## config.mk

```make
export PLATFORM = sky130hd
export DESIGN_NAME = fetch_redirect_unit
export DESIGN_NICKNAME = d
export VERILOG_FILES = /design/src/rtl/fetch_redirect_unit.sv
export SDC_FILE = /design/constraint.sdc
export NUM_CORES = 1
export LEC_CHECK = 0
export CORE_MARGIN = 4
export CORE_UTILIZATION = 32
export CTS_CLUSTER_DIAMETER = 100
export DETAILED_ROUTE_END_ITERATION = 10
export DONT_BUFFER_PORTS = 1
export GPL_TIMING_DRIVEN = 0
export HOLD_SLACK_MARGIN = 0.02
export PLACE_DENSITY_LB_ADDON = 0.1
export SETUP_SLACK_MARGIN = 0.4
export SYNTH_ARGS = -nofsm -noshare
export SYNTH_HDL_FRONTEND = slang
export SYNTH_SLANG_ARGS = --single-unit
```

## constraint.sdc

```tcl
create_clock -name clk -period 4.3 [get_ports clk]
set_input_delay 0.645 -clock clk [delete_from_list [all_inputs] [get_ports clk]]
set_output_delay 0.645 -clock clk [all_outputs]
set_load 0.005 [all_outputs]
```

## src/rtl/fetch_redirect_unit.sv

```systemverilog
// Fetch-side PC unit: resolves branch/jump direction, owns the PC, runs a single-outstanding
// instruction-memory handshake and holds one fetched instruction for decode.
module fetch_redirect_unit #(
  parameter int unsigned           AWIDTH   = 32,
  parameter int unsigned           DWIDTH   = 32,
  parameter logic [AWIDTH-1:0]     BASEADDR = 32'h0100_0000
) (
  input  logic              clk,
  input  logic              rst,
  input  logic              resolve_vld_i,
  input  logic [6:0]        opcode_i,
  input  logic [2:0]        funct3_i,
  input  logic              breq_i,
  input  logic              brlt_i,
  input  logic [AWIDTH-1:0] target_i,
  output logic              imem_req_o,
  output logic [AWIDTH-1:0] imem_addr_o,
  input  logic              imem_gnt_i,
  input  logic              imem_rvalid_i,
  input  logic [DWIDTH-1:0] imem_rdata_i,
  output logic              insn_vld_o,
  output logic [DWIDTH-1:0] insn_o,
  output logic [AWIDTH-1:0] insn_pc_o,
  input  logic              insn_rdy_i,
  output logic              redirect_o,
  output logic              misalign_o
);

  localparam logic [6:0] OP_BRANCH = 7'b1100011;
  localparam logic [6:0] OP_JAL    = 7'b1101111;
  localparam logic [6:0] OP_JALR   = 7'b1100111;

  typedef enum logic [1:0] {S_IDLE, S_REQ, S_WAIT} state_t;

  state_t              state_q, state_d;
  logic [AWIDTH-1:0]   pc_q, pc_d;
  logic [AWIDTH-1:0]   inflight_pc_q, inflight_pc_d;
  logic                kill_q, kill_d;
  logic                buf_vld_q, buf_vld_d;
  logic [DWIDTH-1:0]   buf_insn_q, buf_insn_d;
  logic [AWIDTH-1:0]   buf_pc_q, buf_pc_d;
  logic                misalign_q, misalign_d;

  logic                taken;
  logic [AWIDTH-1:0]   tgt_adj;
  logic [AWIDTH-1:0]   tgt_pc;

  // NOTE: every signal assigned in an always_comb gets a default first, so no path infers a latch.
  always_comb begin
    taken = 1'b0;
    case (opcode_i)
      OP_BRANCH: begin
        case (funct3_i)
          3'b000:         taken = breq_i;
          3'b001:         taken = !breq_i;
          3'b100, 3'b110: taken = brlt_i;
          3'b101, 3'b111: taken = !brlt_i;
          default:        taken = 1'b0;
        endcase
      end
      OP_JAL, OP_JALR: taken = 1'b1;
      default:         taken = 1'b0;
    endcase
  end

  assign tgt_adj    = (opcode_i == OP_JALR) ? {target_i[AWIDTH-1:1], 1'b0} : target_i;
  assign tgt_pc     = {tgt_adj[AWIDTH-1:2], 2'b00};
  assign redirect_o = resolve_vld_i & taken;

  // A new fetch may only start if its result will have somewhere to land.
  assign imem_req_o = (state_q == S_REQ) & (!buf_vld_q | insn_rdy_i);

  always_comb begin
    state_d       = state_q;
    pc_d          = pc_q;
    inflight_pc_d = inflight_pc_q;
    kill_d        = kill_q;
    buf_vld_d     = buf_vld_q & !insn_rdy_i;
    buf_insn_d    = buf_insn_q;
    buf_pc_d      = buf_pc_q;
    misalign_d    = redirect_o & (tgt_adj[1:0] != 2'b00);

    case (state_q)
      S_IDLE: state_d = S_REQ;
      S_REQ: begin
        if (imem_req_o && imem_gnt_i) begin
          inflight_pc_d = pc_q;
          pc_d          = pc_q + AWIDTH'(4);
          kill_d        = redirect_o;
          state_d       = S_WAIT;
        end
      end
      S_WAIT: begin
        if (imem_rvalid_i) begin
          if (!kill_q && !redirect_o) begin
            buf_vld_d  = 1'b1;
            buf_insn_d = imem_rdata_i;
            buf_pc_d   = inflight_pc_q;
          end
          kill_d  = 1'b0;
          state_d = S_REQ;
        end else if (redirect_o) begin
          kill_d = 1'b1;
        end
      end
      default: state_d = S_IDLE;
    endcase

    // Redirect overrides sequential increment and discards whatever decode has not yet used.
    if (redirect_o) begin
      pc_d      = tgt_pc;
      buf_vld_d = 1'b0;
    end
  end

  // NOTE: sequential state uses non-blocking assignments so all flops update from pre-edge values.
  always_ff @(posedge clk or posedge rst) begin
    if (rst) begin
      state_q       <= S_IDLE;
      pc_q          <= BASEADDR;
      inflight_pc_q <= '0;
      kill_q        <= 1'b0;
      buf_vld_q     <= 1'b0;
      // NOTE: the buffer payload is reset too, because the outputs it drives must read 0 in reset.
      buf_insn_q    <= '0;
      buf_pc_q      <= '0;
      misalign_q    <= 1'b0;
    end else begin
      state_q       <= state_d;
      pc_q          <= pc_d;
      inflight_pc_q <= inflight_pc_d;
      kill_q        <= kill_d;
      buf_vld_q     <= buf_vld_d;
      buf_insn_q    <= buf_insn_d;
      buf_pc_q      <= buf_pc_d;
      misalign_q    <= misalign_d;
    end
  end

  assign imem_addr_o = pc_q;
  assign insn_vld_o  = buf_vld_q;
  assign insn_o      = buf_insn_q;
  assign insn_pc_o   = buf_pc_q;
  assign misalign_o  = misalign_q;

endmodule

```

Word-level counts from Yosys, hierarchy flattened
Index checks and enable logic that the tools add are counted.
{ "word_totals": {"regBits": 133, "input_bits": 82, "output_inout_bits": 100} }
{ "op_classes": {"n_addsub": 1, "n_eq_ne": 13, "n_mux": 17, "bitwise": 5, "reduce_logical": 22} }
{ "ops": {"columns": ["op", "count"], "rows": [
  ["$mux W32", 3],
  ["$add A32 B3 Y32 const B", 1],
  ["$eq A7 B7 Y1 const B", 3],
  ["$eq A3 B3 Y1 const B", 4],
  ["$mux W1", 8],
  ["$reduce_bool A2 Y1", 4],
  ["$logic_not A1 Y1", 6],
  ["$pmux W2 S3", 1],
  ["$reduce_and A2 Y1", 3],
  ["$reduce_and A3 Y1", 2],
  ["$reduce_or A2 Y1", 3],
  ["$and A1 B1 Y1", 4],
  ["$mux W2", 2],
  ["$pmux W1 S2", 2],
  ["$pmux W1 S4", 1],
  ["$eq A3 B1 Y1 const B", 1],
  ["$logic_not A3 Y1", 1],
  ["$ne A3 B3 Y1 const B", 1],
  ["$eq A2 B1 Y1 const B", 1],
  ["$eq A2 B2 Y1 const B", 1],
  ["$logic_and A1 B1 Y1", 2],
  ["$logic_not A2 Y1", 1],
  ["$ne A2 B1 Y1 const B", 1],
  ["$ne A2 B2 Y1 const B", 1],
  ["$or A1 B1 Y1", 1]
]} }

Logic depth before layout (Yosys ltp)
Gate-level depths: netlist of run 1.
{ "logic_depth": {"word_depth": 11, "mapped_depth": 8, "mapped_depth_nobuf": 6} }

Least setup slack after synthesis of run 1
OpenSTA, ideal clock, no wires.
{ "synth_timing": {"path_type": "input to output", "from": "in funct3_i[2]", "to": "out redirect_o", "t_arrival_ps": 1758, "setup_slack_ps": 1897, "path_stages": 7, "cell_sequence": "nor2_1 -> a221o_1 -> a32oi_2 -> or2_1 -> buf_6 -> buf_6 -> inv_1"} }
{ "synth_between": {"elab_chain_len": 5, "elab_cells_between_ends": 11, "classes_between": "5 x eq/ne; 2 x mux; 1 x bitwise; 3 x reduce/logical"} }
{ "synth_rtl": {"columns": ["item", "line_no", "text"], "rows": [
  ["from (decl)", "12", "input logic [2:0] funct3_i,"],
  ["$eq A3 B3 Y1", "53", "case (funct3_i)"],
  ["$reduce_or A2 Y1", "53", null],
  ["$pmux W1 S4 *", "53", null],
  ["$pmux W1 S2 *", "51", "case (opcode_i)"],
  ["$and A1 B1 Y1 *", "68", "assign redirect_o = resolve_vld_i & taken;"],
  ["to (decl)", "25", "output logic redirect_o,"]
]} }
Mark *: on every way between the ends. The rest lies on a longest branch, timed or not.

Worst setup path after layout of run 1
{ "layout_timing": {"from": "reg pc_q[3] (netlist: imem_addr_o[3])", "to": "reg pc_q[28] (netlist: imem_addr_o[28])"} }
{ "layout_between": {"elab_chain_len": 4} }
{ "layout_rtl": {"columns": ["item", "line_no", "text"], "rows": [
  ["from (decl)", "36", "logic [AWIDTH-1:0] pc_q, pc_d;"],
  ["from (signal assigned)", "130", "pc_q <= pc_d;"],
  ["$add A32 B3 Y32", "88", "pc_d = pc_q + AWIDTH'(4);"],
  ["$mux W32", "86", "if (imem_req_o && imem_gnt_i) begin"],
  ["$mux W32", "83", "case (state_q)"],
  ["$mux W32", "110", "if (redirect_o) begin"]
]} }
Every way passes these cells. The select of a mux whose other input is x is not followed.
A chain may end at the register's enable or synchronous reset.

==> results of run 1 <==
-- layout by cell type (no fill, tap or decap), types with 2 or more instances in the layout --
cell type	count
a31oi_1	2
nand2b_1	2
dfrtp_1	126
conb_1	4
xnor2_1	28
bufinv_16	2
mux2_4	61
clkinvlp_4	5
clkbuf_16	17
nand2_1	97
nor2b_1	3
a21o_1	2
nand3_1	13
nor3_1	9
buf_6	5
buf_12	9
nor2_1	5
and2_1	2
a21oi_1	5
inv_1	3
clkbuf_8	2
clkinv_2	2
clkbuf_1	11
nand4_1	15
clkinv_4	2
and4_1	3
buf_4	4
inv_6	2
mux2_2	26
o21ai_0	3
and3_1	6
-- cells by family (layout without fill, tap and decap cells) --
| logic type | after synthesis | count (layout) | share of synthesized area |
|---|---|---|---|
| XOR/XNOR | 28 | 28 | 0.0421 |
| other | 1 | 4 | 0.000644 |
| AO/OA/AOI/OAI | 17 | 17 | 0.0211 |
| flip-flops | 127 | 127 | 0.546 |
| buffers and inverters | 29 | 64 | 0.0445 |
| AND/OR/NAND/NOR | 165 | 165 | 0.135 |
| adder cells (fa/ha/maj) | 1 | 1 | 0.00215 |
| multiplexers | 87 | 87 | 0.208 |
-- power groups by stage --
stage | logic (mW) | clock network, mW | registers (mW)
2_1_floorplan | 0.893 | 0 | 2.02
5_1_grt | 1.14 | 1.53 | 2.27
3_3_place_gp | 1.01 | 0 | 2.22
4_1_cts | 1.05 | 1.46 | 2.21
3_5_place_dp | 1.04 | 0 | 2.23
6_report | 1.03 | 1.42 | 2.19
-- routing by layer --
layer  vias up  global-route usage
li1       1606                   -
met4         0              0.0370
met3         5              0.0673
met1      1695               0.183
met5         -                   0
met2       130               0.214
-- how the worst min path moves through the flow --
stage                                             start                       endpoint  slack (ps)  depth (start not counted)
after detailed placement  inflight_pc_q[11]$_DFFE_PP0P_  inflight_pc_q[11]$_DFFE_PP0P_         470                          2
after CTS                                           rst  inflight_pc_q[18]$_DFFE_PP0P_         230                          1
after global routing                                rst         insn_o[19]$_DFFE_PP0P_         270                          1
after floorplan           inflight_pc_q[31]$_DFFE_PP0P_  inflight_pc_q[31]$_DFFE_PP0P_         440                          2
after global placement     inflight_pc_q[5]$_DFFE_PP0P_   inflight_pc_q[5]$_DFFE_PP0P_         470                          2
final                                               rst         insn_o[15]$_DFFE_PP0P_         220                          1
-- cell type report --
| class | instances | area (sq um) |
|---|---|---|
| Fill cell | 1736 | 11100 |
| Sequential cell | 127 | 3180 |
| Multi-Input combinational cell | 302 | 2390 |
| Clock buffer | 20 | 457 |
| Tap cell | 229 | 287 |
| Buffer | 25 | 244 |
| Clock inverter | 12 | 135 |
| Timing Repair Buffer | 3 | 60.1 |
| Inverter | 4 | 18.8 |
-- sequential cells by signal, summed over array words and instances, names as in the netlist --
signal,flops
insn_o,32
imem_addr_o,30
inflight_pc_q,30
insn_pc_o,30
state_q,2
insn_vld_o,1
kill_q,1
misalign_o,1
-- metrics by stage --
stage | power (mW) | util | setup slack (ps) | cells | hold slack (ps)
2_1_floorplan | 2.91 | - | 1900 | 458 | 442
3_3_place_gp | 3.24 | 0.342 | 1280 | 687 | 466
3_5_place_dp | 3.27 | 0.345 | 1680 | 690 | 466
4_1_cts | 4.72 | 0.378 | 1650 | 722 | 233
5_1_grt | 4.94 | 0.378 | 1460 | 722 | 270
6_report | 4.63 | 0.378 | 1710 | 722 | 221
==> flow_metrics.env, run 1 <==
export IMPL_crit_type="register to register"
export IMPL_floorplan_core_area_sq_mm=0.0179
export IMPL_slew_headroom=0.509
export IMPL_count_of_unique_library_cells_instantiated_by_yosys=41
export IMPL_r2r_setup_slack_ps=1710
export IMPL_fmax_mhz=386
export IMPL_cts_reportedPaths_clkPinSlew_ps=60
export IMPL_postSynthCellCount=455
export IMPL_synthDominantCellAreaShare=0.542
export IMPL_yosys_warnings=0
export IMPL_power_leakage_nw=3.30
export IMPL_yosys_cell_count_top_type="dfrtp_1"
export IMPL_power_share_switching=0.306
export IMPL_cts_htree_levels=4
export IMPL_synth_ff_type="dfrtp_1"
export IMPL_detail_route_vias_per_cell=4.76
export IMPL_worst_r2r_cell_count=7
export IMPL_critPathSlowestCell="clkbuf_1"
export IMPL_synth_top_cells_by_count="dfrtp_1 (126), nand2_1 (97), mux2_4 (61)"
export IMPL_layout_worst_path_cycle_share=0.603
export IMPL_ctsLongestPathBuffers=2
export IMPL_rr_startpoint="imem_addr_o[3]$_DFFE_PP0P_"
export IMPL_clk_latency_ps=410
export IMPL_run_status="finished clean"
export IMPL_rows=49
export IMPL_nets=563
export IMPL_area_growth_synth_to_final_pct=16.4
export IMPL_grt_start_max_net_pins=37
export IMPL_worstSetupEndpoint="imem_addr_o[28]$_DFFE_PP0P_"
export IMPL_tritoncts="done"
export IMPL_wl_met3_mm=1.47
export IMPL_topRoutingLayerUsed="met4"
export IMPL_share_of_final_layout_standard_cells_stronger_than_drive_strength_1=0.290
export IMPL_number_of_gates_on_the_worst_path_with_buffers_counted=7
export IMPL_cts_resized=0
export IMPL_drc=0
export IMPL_gpl_final_weighted_congestion=0.728
export IMPL_period_minus_slack_ps=2590
export IMPL_top_cell_family_by_delay_on_the_critical_path="simple AND/OR/NAND/NOR gates"
export IMPL_synth_area_per_cell_sq_um=12.8
export IMPL_min_delay_path_class="primary input to async pin"
export IMPL_postRouteWirelength_mm=14.2
export IMPL_transition_time_of_the_tightest_slew_check_pin_ps=735
export IMPL_synth_async_reset_ratio=1.00
export IMPL_initial_core_util=0.325
export IMPL_grt_pass1_wl_mm=22.1
export IMPL_p_int_mw=3.21
export IMPL_cts_root_buf="clkbuf_16"
export IMPL_cts_buffers=17
export IMPL_synth_enable_flop_cells=0
export IMPL_rsz0062_at_grt="false"
export IMPL_post_cts_setup_buffer_count=0
export IMPL_vdd_ir_drop_worst_mv=0.355
export IMPL_combinational_cell_fraction_of_total_power=0.222
export IMPL_synth_area_top_cells="dfrtp_1 (54%), mux2_4 (16%), nand2_1 (6.3%)"
export IMPL_worst_r2r_endpoint="imem_addr_o[28]$_DFFE_PP0P_"
export IMPL_place_detailed_hpwl_mm=10.5
export IMPL_yosys_register_bits=127
export IMPL_finalInstanceArea_sq_mm=0.00677
export IMPL_cap_violations=0
export IMPL_die_width_microns=143
export IMPL_post_cts_hold_buffer_count=0
export IMPL_first_global_vias=3691
export IMPL_grt_util_all_layers=0.141
export IMPL_initial_antenna_violation_count=0
export IMPL_p_per_area_mw_per_mm2=684
export IMPL_crit_path_cell_trace="ha_1, nand4_1, nor4b_1, clkbuf_1, nand4_1, xnor2_1, mux2_2"
export IMPL_worst_path_bufs_invs=1
export IMPL_routed_wl_met2_mm=6.51
export IMPL_timing_final_hold_violations=0
export IMPL_chipHeight_microns=143
export IMPL_cp_start_kind="register"
export IMPL_fin_skew_ps=5.98
export IMPL_required_ps=4600
export IMPL_syn_cell_area_sq_mm=0.00582
export IMPL_max_stage_delay_ps=530
export IMPL_synth_top_cell_by_area="dfrtp_1"
export IMPL_drt_met1_wl_mm=6.06
export IMPL_antenna_left=0
export IMPL_power_spent_charging_and_discharging_nets_mw=1.42
export IMPL_sink_count=127
export IMPL_clock_power_share=0.306
export IMPL_yosysSeqAreaShare=0.546
export IMPL_final_max_slew_viol_count=0
export IMPL_tns_ps=0
export IMPL_wl_per_cell_microns=19.6
export IMPL_numPortBuffers=0
export IMPL_floorplan_die_area_sq_mm=0.0204
export IMPL_finalSetupViolCount=0
export IMPL_biggest_fanout_along_the_worst_timing_path=10
export IMPL_critical_path_arrival_ps=2890
export IMPL_grt_overflow_total=0
export IMPL_drt_pass1_iter_count=4
export IMPL_dr_total_vias=3436
export IMPL_timing_critical_path_mode_cell="nand4_1"
export IMPL_antennaDiodeCount=0
export IMPL_design_portCount=182
export IMPL_critPathCaptureType="register"
export IMPL_drt_initial_drc_count=172
export IMPL_power_share_sequential=0.472
export IMPL_timing_critical_path_from="imem_addr_o[3]$_DFFE_PP0P_"
export IMPL_post_dp_cell_area_sq_mm=0.00618
(Power assumes the default switching activity.)
==> inputs of run 2 (changes only) <==
==> constraint.sdc (replaced) <==
create_clock -name clk -period 2.4 [get_ports clk]
set_input_delay 0.36 -clock clk [delete_from_list [all_inputs] [get_ports clk]]
set_output_delay 0.36 -clock clk [all_outputs]
set_load 0.005 [all_outputs]
==> run 2 against run 1 <==
Compared with the run above: first-iteration DRC count grew 1.2%; core utilization grew 1.3 points; die area unchanged; largest power group unchanged; critical path type unchanged; fmax is 29% higher.
==> flow_metrics.env, run 2 (same netlist as run 1, synthesis figures left out) <==
export IMPL_run_status="finished clean"
export IMPL_slew_headroom=0.507
export IMPL_crit_type="register to register"
export IMPL_gpl_final_weighted_congestion=0.728
export IMPL_layout_cells_most_common="dfrtp_1"
export IMPL_antennaDiodeCount=0
export IMPL_ctsLongestPathBuffers=2
export IMPL_grt_pass1_wl_mm=22.3
export IMPL_fmax_mhz=499
export IMPL_cp_start_kind="register"
export IMPL_critPathCaptureType="register"
export IMPL_clk_latency_ps=410
export IMPL_floorplan_die_area_sq_mm=0.0204
export IMPL_initial_antenna_violation_count=0
export IMPL_largest_register_ff_count=32
export IMPL_nets=574
export IMPL_share_of_final_layout_standard_cells_stronger_than_drive_strength_1=0.355
export IMPL_rsz0062_at_grt="true"
export IMPL_final_cell_mix="dfrtp_1 (120), nand2_1 (97), mux2_4 (62), xnor2_1 (28), mux2_2 (25)"
export IMPL_dr_total_vias=3508
export IMPL_numPortBuffers=0
export IMPL_biggest_fanout_along_the_worst_timing_path=5
export IMPL_num_fill_cells=1717
export IMPL_drc=0
export IMPL_power_leakage_nw=3.39
export IMPL_fin_skew_ps=8.00
export IMPL_holdWs_ps=49.8
export IMPL_transition_time_of_the_tightest_slew_check_pin_ps=738
export IMPL_grt_util_all_layers=0.143
export IMPL_initial_core_util=0.325
export IMPL_vdd_ir_drop_worst_mv=0.637
export IMPL_chipHeight_microns=143
export IMPL_first_global_vias=3754
export IMPL_required_ps=2700
export IMPL_postRouteWirelength_mm=14.4
export IMPL_place_detailed_hpwl_mm=10.5
export IMPL_grt_overflow_total=0
export IMPL_min_delay_path_class="primary input to register"
export IMPL_cap_violations=0
export IMPL_layout_worst_path_cycle_share=0.835
export IMPL_cts_reportedPaths_clkPinSlew_ps=60
export IMPL_design_portCount=182
export IMPL_cts_buffers=17
export IMPL_grt_start_max_net_pins=37
export IMPL_wl_per_cell_microns=19.6
export IMPL_final_max_slew_viol_count=0
export IMPL_finalSetupViolCount=0
export IMPL_period_minus_slack_ps=2000
export IMPL_drt_pass1_iter_count=6
export IMPL_detail_route_vias_per_cell=4.79
export IMPL_floorplan_core_area_sq_mm=0.0179
export IMPL_die_width_microns=143
export IMPL_p_per_area_mw_per_mm2=1200
export IMPL_drt_initial_drc_count=174
export IMPL_final_util=0.392
export IMPL_area_growth_synth_to_final_pct=20.4
export IMPL_timing_final_hold_violations=0
export IMPL_cts_root_buf="clkbuf_16"
export IMPL_critical_path_arrival_ps=2300
export IMPL_tritoncts="done"
export IMPL_antenna_left=0
export IMPL_cts_htree_levels=4
export IMPL_sink_count=127
export IMPL_rows=49
==> run 2: cell count changes in the layout (fill, tap and decap cells not counted), sizes merged <==
| cell | before | now |
|---|---|---|
| clkbuf | 30 | 29 |
| dlygate4sd3 | 0 | 1 |
| buf | 18 | 29 |
==> run 2: worst paths after layout <==
path | end | cells after the start | slack, ps | from
min in group asynchronous | insn_o[15]$_DFFE_PP0P_ | 2 | 550 | rst
max in group asynchronous | imem_addr_o[2]$_DFFE_PP0P_ | 4 | 980 | rst
hold / removal | kill_q$_DFFE_PP0P_ | 1 | 50 | imem_rvalid_i
setup / recovery | imem_addr_o[28]$_DFFE_PP0P_ | 8 | 400 | imem_addr_o[3]$_DFFE_PP0P_
setup reg to reg | imem_addr_o[28]$_DFFE_PP0P_ | 8 | 400 | imem_addr_o[3]$_DFFE_PP0P_
hold reg to reg | inflight_pc_q[11]$_DFFE_PP0P_ | 2 | 470 | inflight_pc_q[11]$_DFFE_PP0P_
==> run 2: layout make-up <==
cell class,instances,area (sq um),area share
repair buffers,14,151,0.0216
plain buffers,25,280,0.0400
clock inverters,12,135,0.0193
well taps,229,287,0.0409
flip-flops and latches,127,3190,0.455
multi-input cells,302,2490,0.356
clock buffers,20,457,0.0652
inverters,4,18.8,0.00268
==> run 2: what timing repair did <==
action | 4_1_cts | 5_1_grt
hold buffers | 1 | 0
gates resized for setup | 23 | 23
pin swaps | 5 | 11
endpoints found under the hold margin | 29 | 0
gates cloned | 1 | 0
endpoints found under the setup margin | 59 | 57
buffers inserted | 3 | 6
==> run 2: worst max-delay path, stage by stage, from the launching register on <==
cell and delay (ps):
dfrtp_2 430, ha_4 150, nand4_1 190, nor4b_4 260
buf_4 180, buf_8 130, nand4_1 110, xnor2_1 160
mux2_2 260
==> run 2: layer usage <==
metal	GRT usage	part of all wire	wire length, microns
met5	0	0	0
met4	0.0410	0.0088	126
met3	0.0676	0.10	1480
met2	0.218	0.47	6700
met1	0.181	0.42	6070
==> run 2: power breakdown <==
| group | internal, mW | total (mW) | switching (mW) | leakage (nW) |
|---|---|---|---|---|
| registers | 3.04 | 3.94 | 0.900 | 1.62 |
| clock network | 1.59 | 2.54 | 0.955 | 0.279 |
| logic | 1.20 | 1.93 | 0.727 | 1.49 |
==> run 2: through the flow <==
stage	worst slack [ps]	area, sq um	setup TNS, ps	power, mW	cells
2_1_floorplan	461	5830	0	5.22	458
3_3_place_gp	-335	6120	-42470	5.80	687
3_5_place_dp	-225	6180	-1940	5.85	690
4_1_cts	353	6910	0	8.51	727
5_1_grt	303	7010	0	8.95	733
6_report	395	7010	0	8.41	733
==> patch, RTL diff (settings of run 1) <==
The 3 states of `state_t` get a one-hot encoding in 3 bits.
--- a/src/rtl/fetch_redirect_unit.sv
+++ b/src/rtl/fetch_redirect_unit.sv
@@ -31,5 +31,5 @@
   localparam logic [6:0] OP_JALR   = 7'b1100111;
 
-  typedef enum logic [1:0] {S_IDLE, S_REQ, S_WAIT} state_t;
+  typedef enum logic [2:0] {S_IDLE = 3'b001, S_REQ = 3'b010, S_WAIT = 3'b100} state_t;
 
   state_t              state_q, state_d;
Check against the original RTL: no difference found for any inputs over 4 cycles, from zero or initial values and one cycle with rst high; so few cycles prove little.
==> patch against run 1 <==
- utilization increased by 0.63 points
- setup slack improved by 0.067 ns
- critical path type is now input pin to output port
- area after synthesis decreased by 0.39%
- first-iteration DRC count decreased by 53%
- wire length increased by 0.88%
- die area decreased by 0.37%
- highest routed layer is now met5
- sequential power decreased by 5%
- sequential cell count increased by 1
- design area decreased by 0.41%
- non-clock buffer count decreased by 2
- worst hold slack got worse by 0.051 ns
- sequential share of layout area increased by 0.58 points
- total power decreased by 6.6%
==> patch: results (changes against run 1) <==
yosys:
  synth.top_cells.by_area: "sky130_fd_sc_hd__dfrtp_1 (54%), sky130_fd_sc_hd__mux2_4 (16%), sky130_fd_sc_hd__nand2_1 (6.4%)"
  proportion_of_synthesized_chip_area_in_sequential_cells: 0.553  # +0.00666
  synth_top_cells_by_count: "sky130_fd_sc_hd__dfrtp_1 (126), sky130_fd_sc_hd__nand2_1 (99), sky130_fd_sc_hd__mux2_4 (60)"
  seq_cells_post_synth: 128  # +0.79%
  yosysUniqueCellTypes: 42  # +2.4%
floorplan:
  core_region_area_sq_um: 17500  # -2.0%
cells_and_area:
  clock_buffer_instance_count_of_the_final_layout: 26  # +30%
  register_area_sq_um: 3210  # +0.83%
  nFillCells: 1687  # -2.8%
  nonClockInverterCount: 1  # -3
  final_core_area_utilization: 0.385  # +0.00631
  clock_tree_area_fraction: 0.0874  # about the same
  drive_gt1_frac: 0.303  # +0.0132
  num-nonclk-buffers: 26  # -7.1%
  fraction_of_area_in_multi_input_gates: 0.362  # +0.00831
  final_net_count: 558  # -0.89%
  signal_buffer_area_fraction: 0.0326  # -0.0122
timing:
  finClkSkew_ns: 0.0102  # +0.00426 ns
  slew_headroom: 0.520  # +0.0109
pwr:
  comb_power_uw: 822  # -20%
  sw_frac_of_total: 0.286  # -0.0201
  cellLeakagePower_nw: 3.30  # +0.16%
worst_setup_path:
  ff2ff_setup_slack_ns: 1.84  # +0.13 ns
  crit_arrival_ns: 1.88  # -1.01 ns
grt:
  globalRouteTotalUtil: 0.142  # +0.00104
  global_route_wire_length_before_repair_mm: 22.1  # about the same
  pin_count_of_the_biggest_net_entering_global_routing: 40  # +8.1%
  initial_antenna_violation_count: 2  # +2
  via_count_of_the_first_global_routing_pass: 3689  # -0.054%
placement:
  dpl_cell_area_sq_um: 6150  # -0.45%
  place.gp.congestion: 0.762  # +4.7%
  placedCellCount: 681  # -1.3%
detailed_routing:
  via_count: 3445  # +0.26%
  route.final.wire_length_mm: 14.3  # +0.88%
  detailed_router_s_first_iteration_violation_count: 81  # -53%
  post_drt_wl_per_cell_um: 20.0  # +2.0%
status:
  run_status: "complete, no violations"
-- patch: metrics by stage --
| step | total power [mW] | setup WS (ns) | hold slack, ns |
|---|---|---|---|
| 2_1_floorplan | 2.66 | 2.00 | 0.442 |
| 3_3_place_gp | 2.91 | 1.31 | 0.460 |
| 3_5_place_dp | 2.94 | 1.69 | 0.463 |
| 4_1_cts | 4.40 | 1.73 | 0.172 |
| 5_1_grt | 4.59 | 1.61 | 0.202 |
| 6_report | 4.33 | 1.77 | 0.170 |
-- patch: worst max-delay path, cell delays in order --
cell	delay, ns
sky130_fd_sc_hd__o311ai_0	0.40
sky130_fd_sc_hd__a32oi_2	0.27
sky130_fd_sc_hd__nor2_2	0.29
sky130_fd_sc_hd__buf_4	0.26
-- patch: routing by layer --
metal | vias to the layer above | GRT usage | share of wire
met4 | 2 | 0.0540 | 0.019
li1 | 1587 | - | -
met1 | 1698 | 0.180 | 0.43
met5 | - | 0 | 0.00084
met3 | 18 | 0.0615 | 0.094
met2 | 140 | 0.216 | 0.46
-- patch: path summary, 6_finish.rpt --
check,startpoint,to
setup / recovery,funct3_i[2],redirect_o
hold / removal,rst,insn_o[17]
setup reg to reg,imem_addr_o[3],imem_addr_o[22]
hold reg to reg,inflight_pc_q[31],inflight_pc_q[31]
max in group asynchronous,rst,imem_addr_o[24]
min in group clk,target_i[30],imem_addr_o[30]
-- patch: kinds of logic after synthesis --
logic type               count (synthesis)  share of synthesized area
AND/OR/NAND/NOR                        163                      0.136
flip-flops                             128                      0.553
multiplexers                            93                      0.220
XOR/XNOR                                29                     0.0438
buffers and inverters                   24                     0.0283
AO/OA/AOI/OAI                           11                     0.0171
adder cells (fa/ha/maj)                  1                    0.00216
other                                    1                   0.000647
